--- config.mk ---
export PLATFORM = sky130hd
export DESIGN_NAME = alu_wb_stage
export DESIGN_NICKNAME = d
export VERILOG_FILES = /design/src/rtl/alu_wb_stage.sv
export SDC_FILE = /design/constraint.sdc
export NUM_CORES = 1
export LEC_CHECK = 0
export ABC_CLOCK_PERIOD_IN_PS = 4400
export CAP_MARGIN = 20
export CORE_UTILIZATION = 52
export DETAILED_ROUTE_END_ITERATION = 12
export GPL_TIMING_DRIVEN = 0
export PLACE_DENSITY = 0.84
export SLEW_MARGIN = 20
export SYNTH_ARGS = -nofsm -noshare
export SYNTH_HDL_FRONTEND = slang
export SYNTH_SLANG_ARGS = --single-unit
--- constraint.sdc ---
create_clock -name clk -period 4.4 [get_ports clk]
set_input_delay 1.32 -clock clk [delete_from_list [all_inputs] [get_ports clk]]
set_output_delay 1.32 -clock clk [all_outputs]
set_load 0.01 [all_outputs]
--- src/rtl/alu_wb_stage.sv ---
// alu_wb_stage: capture stage that sits right after the ALU.
//
// Each accepted ALU result {in_y, in_dest} goes into a small FIFO. The FIFO
// head is offered to register-file writeback over a valid/ready handshake.
// The architectural status register (N, Z, C) is loaded from the most
// recently accepted result whose in_flag_we is set, in acceptance order.
//
// Optional feature (macro ALU_WB_BYPASS_EN):
//   When defined and the FIFO is empty, the incoming result is shown on out_*
//   combinationally. If writeback takes it in the same cycle, it is never
//   stored. When undefined, the stage has a fixed one-cycle latency and no
//   combinational path from in_* to out_*.
//
// Ports:
//   clk        rising-edge clock
//   reset      asynchronous, active-low reset
//   in_valid   ALU result valid             in_ready   stage can accept
//   in_y       ALU result                   in_dest    destination register
//   in_n/z/c   ALU flags                    in_flag_we result updates status
//   out_valid  head entry available         out_ready  writeback consumes head
//   out_data   head result                  out_dest   head destination
//   status_n/z/c  registered status flags
//   count      number of occupied FIFO entries
module alu_wb_stage #(
  parameter int WIDTH  = 16,
  parameter int ADDR_W = 3,
  parameter int DEPTH  = 2,
  localparam int CNT_W = $clog2(DEPTH + 1)
) (
  input  logic              clk,
  input  logic              reset,
  input  logic              in_valid,
  output logic              in_ready,
  input  logic [WIDTH-1:0]  in_y,
  input  logic              in_n,
  input  logic              in_z,
  input  logic              in_c,
  input  logic [ADDR_W-1:0] in_dest,
  input  logic              in_flag_we,
  output logic              out_valid,
  input  logic              out_ready,
  output logic [WIDTH-1:0]  out_data,
  output logic [ADDR_W-1:0] out_dest,
  output logic              status_n,
  output logic              status_z,
  output logic              status_c,
  output logic [CNT_W-1:0]  count
);

  // Index bits address the storage; one extra wrap bit separates full from empty.
  localparam int IDX_W = (DEPTH > 1) ? $clog2(DEPTH) : 1;
  localparam int PTR_W = IDX_W + 1;

  logic [WIDTH-1:0]  data_mem_q [DEPTH];
  logic [WIDTH-1:0]  data_mem_d [DEPTH];
  logic [ADDR_W-1:0] dest_mem_q [DEPTH];
  logic [ADDR_W-1:0] dest_mem_d [DEPTH];
  logic [PTR_W-1:0]  wr_ptr_q, wr_ptr_d;
  logic [PTR_W-1:0]  rd_ptr_q, rd_ptr_d;
  logic [2:0]        status_q, status_d;

  logic [PTR_W-1:0]  occ_s;
  logic              empty_s;
  logic              full_s;
  logic              accept_s;
  logic              push_s;
  logic              pop_s;
  logic [IDX_W-1:0]  wr_idx_s;
  logic [IDX_W-1:0]  rd_idx_s;

  // Occupancy comes only from registered pointers, so in_ready never sees out_ready.
  assign occ_s    = wr_ptr_q - rd_ptr_q;
  assign empty_s  = (occ_s == {PTR_W{1'b0}});
  assign full_s   = (occ_s == PTR_W'(DEPTH));
  assign wr_idx_s = wr_ptr_q[IDX_W-1:0];
  assign rd_idx_s = rd_ptr_q[IDX_W-1:0];

  assign in_ready = !full_s;
  assign count    = CNT_W'(occ_s);
  assign accept_s = in_valid && in_ready;
  // A pop only ever removes a stored entry.
  assign pop_s    = !empty_s && out_ready;

`ifdef ALU_WB_BYPASS_EN
  logic bypass_s;
  // Result handed straight through when nothing is queued and writeback is ready.
  assign bypass_s  = empty_s && in_valid && out_ready;
  assign push_s    = accept_s && !bypass_s;
  assign out_valid = empty_s ? in_valid : 1'b1;
  assign out_data  = empty_s ? in_y     : data_mem_q[rd_idx_s];
  assign out_dest  = empty_s ? in_dest  : dest_mem_q[rd_idx_s];
`else
  assign push_s    = accept_s;
  assign out_valid = !empty_s;
  assign out_data  = data_mem_q[rd_idx_s];
  assign out_dest  = dest_mem_q[rd_idx_s];
`endif

  assign status_n = status_q[2];
  assign status_z = status_q[1];
  assign status_c = status_q[0];

  // Next-state: FIFO write, pointer advance and status load.
  always_comb begin
    data_mem_d = data_mem_q;
    dest_mem_d = dest_mem_q;
    wr_ptr_d   = wr_ptr_q;
    rd_ptr_d   = rd_ptr_q;
    status_d   = status_q;

    if (push_s) begin
      data_mem_d[wr_idx_s] = in_y;
      dest_mem_d[wr_idx_s] = in_dest;
      wr_ptr_d             = wr_ptr_q + PTR_W'(1'b1);
    end else begin
      wr_ptr_d = wr_ptr_q;
    end

    if (pop_s) begin
      rd_ptr_d = rd_ptr_q + PTR_W'(1'b1);
    end else begin
      rd_ptr_d = rd_ptr_q;
    end

    // Status follows acceptance order, including bypassed results.
    case ({accept_s, in_flag_we})
      2'b11:   status_d = {in_n, in_z, in_c};
      default: status_d = status_q;
    endcase
  end

  // State registers with asynchronous active-low reset.
  always_ff @(posedge clk or negedge reset) begin
    if (!reset) begin
      for (int i = 0; i < DEPTH; i++) begin
        data_mem_q[i] <= {WIDTH{1'b0}};
        dest_mem_q[i] <= {ADDR_W{1'b0}};
      end
      wr_ptr_q <= {PTR_W{1'b0}};
      rd_ptr_q <= {PTR_W{1'b0}};
      status_q <= 3'b000;
    end else begin
      data_mem_q <= data_mem_d;
      dest_mem_q <= dest_mem_d;
      wr_ptr_q   <= wr_ptr_d;
      rd_ptr_q   <= rd_ptr_d;
      status_q   <= status_d;
    end
  end

endmodule
==> summary.txt <==
Detailed routing
  • DRT Pass-1 Iters: 4
  • Final ANT Viol Nets: 0
  • DRC: 0
  • Total length of routed wires: just over 4000 um
  • Total number of vias: 1,277
  • Via density: ~5.2
  • DRT iter0 DRCs: between 50 and 60
  • Routed len/inst: between 15 and 20 um

STA
  • Worst slew pin tran: 0.662 ns
  • Max-slew violations: 0
  • RSZ-0062 raised after global routing: false
  • Slew headroom: 55.9%
  • Tmin final: between 3 and 4 ns
  • Setup TNS: 0 ns
  • Endpoints failing hold: 0
  • Period utilization: slightly below 80%
  • Layout Skew: 0.00779 ns
  • Fmax: 0.290 GHz
  • Final setup vio count: 0
  • Final worst setup slack: 0.952 ns

Synthesis
  • #FFs+latches synth: 45
  • Post-Synth Adder-Cell Area: less than 1%
  • Syn Inst Count: around 140
  • Largest family of logic cells by synthesized area: multiplexers
  • Register area share after synthesis: roughly 54%
  • Post-synthesis compound-gate area fraction: approximately 2.9%
  • Mean post-synth cell area: ~15 um2
  • Fraction of the mapped netlist area in simple logic gates: 1.92%
  • Synth Area in XOR/XNOR: about 2.1%
  • Syn. warnings: 0
  • Post-synth cell types: 19
  • Mapped cell area: between 2000 and 2500 um2
  • Mapped Nets: roughly 160
  • Multiplexer share of the synthesized area: between 30% and 40%

Clocking
  • Clk sinks: 45
  • Cts hold-fix bufs: 0
  • Post-CTS Setup Repair Bufs: 0
  • Cts bufs inserted: 5
  • CTS tree: built
  • Root Driver: clkbuf_8
  • H-tree levels: 2
  • CTS max path bufs: 2
  • Clock transition at path regs: around 0.09 ns
  • Post-CTS sizing: 0
  • Clk_lat worst skew: a little under 0.3 ns

Floorplanning
  • Site row count: 22
  • CORE AREA: 3740 um2
  • Die Span Y: 65.4 um
  • Die width: around 65 um
  • Num ports: 53
  • Die ar.: around 4300 um2
  • Initial Utilization: between 50% and 60%

Global routing
  • GRT Max-Usage Layer: met2
  • Largest net degree at the start of global routing: 29
  • M1 GR Usage: between 20% and 30%
  • Aggregate global routing overflow: 0
  • GR Util met2: between 30% and 40%
  • Global-route wire length before repair: roughly 6700 um
  • All-Layer GR Usage: between 20% and 30%
  • Antenna violations before repair: 0
  • Vias in the first global route: approximately 1,400
  • Met3 global-route usage: under 10%

Power and ir drop
  • Leakage power: 0.00122 uW
  • Worst VDD drop: approximately 470 uV
  • PD cells: between 800 and 900 nW/um2

Setup path
  • CP arrival: between 2 and 2.5 ns
  • CP Capture Type: primary output
  • CP max stage delay: between 0.5 and 0.6 ns
  • CP startpoint kind: flop
  • Maximum fanout along the worst path: 10
  • Critical path class: reg2out
  • Critical-path cell list: clkbuf_1 > mux2_2 > clkdlybuf4s50_1
  • Worst path slowest cell: clkbuf_1
  • Worst EP required: a little over 3 ns

Status
  • Status: completed

Hold path
  • Worst hold-check path type: reg2reg

Finish
  • Area grow syn2layout: 35.0%
  • Fillers: approximately 260
  • Nets: between 200 and 250
  • Antenna cell count: 0
  • Final Non-Filler Cells: 245
  • Share of cells above drive strength 1: between 30% and 40%

Run
  • Max_cap viols: 0

Placement
  • # port buffers: 52
  • Pre-CTS setup slack: 1.28 ns
  • Placed cells: roughly 240
  • Placer Congestion: 0.742
  • HPWL after DPL: about 3000 um
## cells in the mapped netlist
cell type / number / area share [%]
nor3_1: 2 / 0.48
a21oi_4: 1 / 0.78
nand2_1: 6 / 1.1
xnor2_1: 4 / 1.7
a21oi_1: 1 / 0.24
clkbuf_2: 1 / 0.24
ha_1: 1 / 0.60
mux2_1: 9 / 4.9
xor2_1: 1 / 0.42
dfrtp_1: 45 / 54
a211o_1: 1 / 0.42
mux2_2: 31 / 17
mux2_4: 20 / 14
inv_1: 2 / 0.36
clkbuf_1: 2 / 0.36
o21ai_0: 4 / 0.96
o211a_1: 1 / 0.48
buf_6: 3 / 1.6
or2b_1: 1 / 0.36
## area by class of cell
cell class | instances | area (um2) | share of cell area, %
Clock inverter | 3 | 65.1 | 2.31
Sequential cell | 45 | 1130 | 40.0
Inverter | 2 | 7.51 | 0.267
Tap cell | 48 | 60.1 | 2.13
Timing Repair Buffer | 53 | 536 | 19.0
Clock buffer | 5 | 68.8 | 2.44
Multi-Input combinational cell | 83 | 907 | 32.2
Buffer | 6 | 46.3 | 1.64
## final timing paths
kind	from	to	slack, ns	cells after the start
min in group asynchronous	reset	data_mem_q[13]	0.95	1
hold / removal	data_mem_q[21]	data_mem_q[21]	0.49	1
setup reg to reg	wr_ptr_q[0]	data_mem_q[24]	2.33	8
setup / recovery	rd_ptr_q[0]	out_data[7]	0.95	3
hold reg to reg	data_mem_q[21]	data_mem_q[21]	0.49	1
max in group asynchronous	reset	data_mem_q[4]	2.97	2
## routing by layer
| layer | routed length [um] | vias up |
|---|---|---|
| li1 | - | 600 |
| met1 | 1730 | 633 |
| met2 | 2080 | 40 |
| met3 | 213 | 4 |
| met4 | 34 | 0 |
| met5 | 0 | - |
## power by group
| group | total, uW | internal (uW) | leakage, uW | switching (uW) |
|---|---|---|---|---|
| Combinational | 1340 | 829 | 0.000619 | 509 |
| Clock | 360 | 225 | 0.0000681 | 135 |
| Sequential | 757 | 631 | 0.000530 | 126 |
## worst max-delay path: cells and delay by family, from the launching register on
family / cells / cell delay [ns]
muxes: 1 / 0.42
DFF: 1 / 0.40
buffers and inverters: 2 / 1.01
## per-stage QoR
step | utilization (%) | total power [uW] | instance area, um2 | hold WS (ns)
floorplan | - | 1560 | 2090 | 0.454
global placement | 71.3 | 2050 | 2670 | 0.464
detailed placement | 71.7 | 2100 | 2680 | 0.476
CTS | 75.2 | 2480 | 2820 | 0.494
global route | 75.2 | 2600 | 2820 | 0.508
finish | 75.2 | 2460 | 2820 | 0.488
## logic make-up (layout without fill, tap and decap cells)
group | after synthesis | in the layout
flops | 45 | 45
compound gates | 8 | 8
fa+ha+maj | 1 | 1
buf+inv | 8 | 69
mux | 60 | 60
simple gates | 9 | 9
xor+xnor | 5 | 5
## layout by cell type (no fill, tap or decap), types with 3 or more instances in the layout
cell type        synthesis  routed
mux2_1                   9       9
mux2_2                  31      31
xnor2_1                  4       4
clkbuf_8                 0       5
nand2_1                  6       6
mux2_4                  20      20
clkdlybuf4s50_1          0      51
dfrtp_1                 45      45
o21ai_0                  4       4
buf_6                    3       3
## flip-flops by register name, summed over array words and instances, names as in the netlist
name,count
data_mem_q,32
rd_ptr_q,2
wr_ptr_q,2
status_q,3
dest_mem_q,6
No activity file was read; power rests on OpenSTA's default activity.
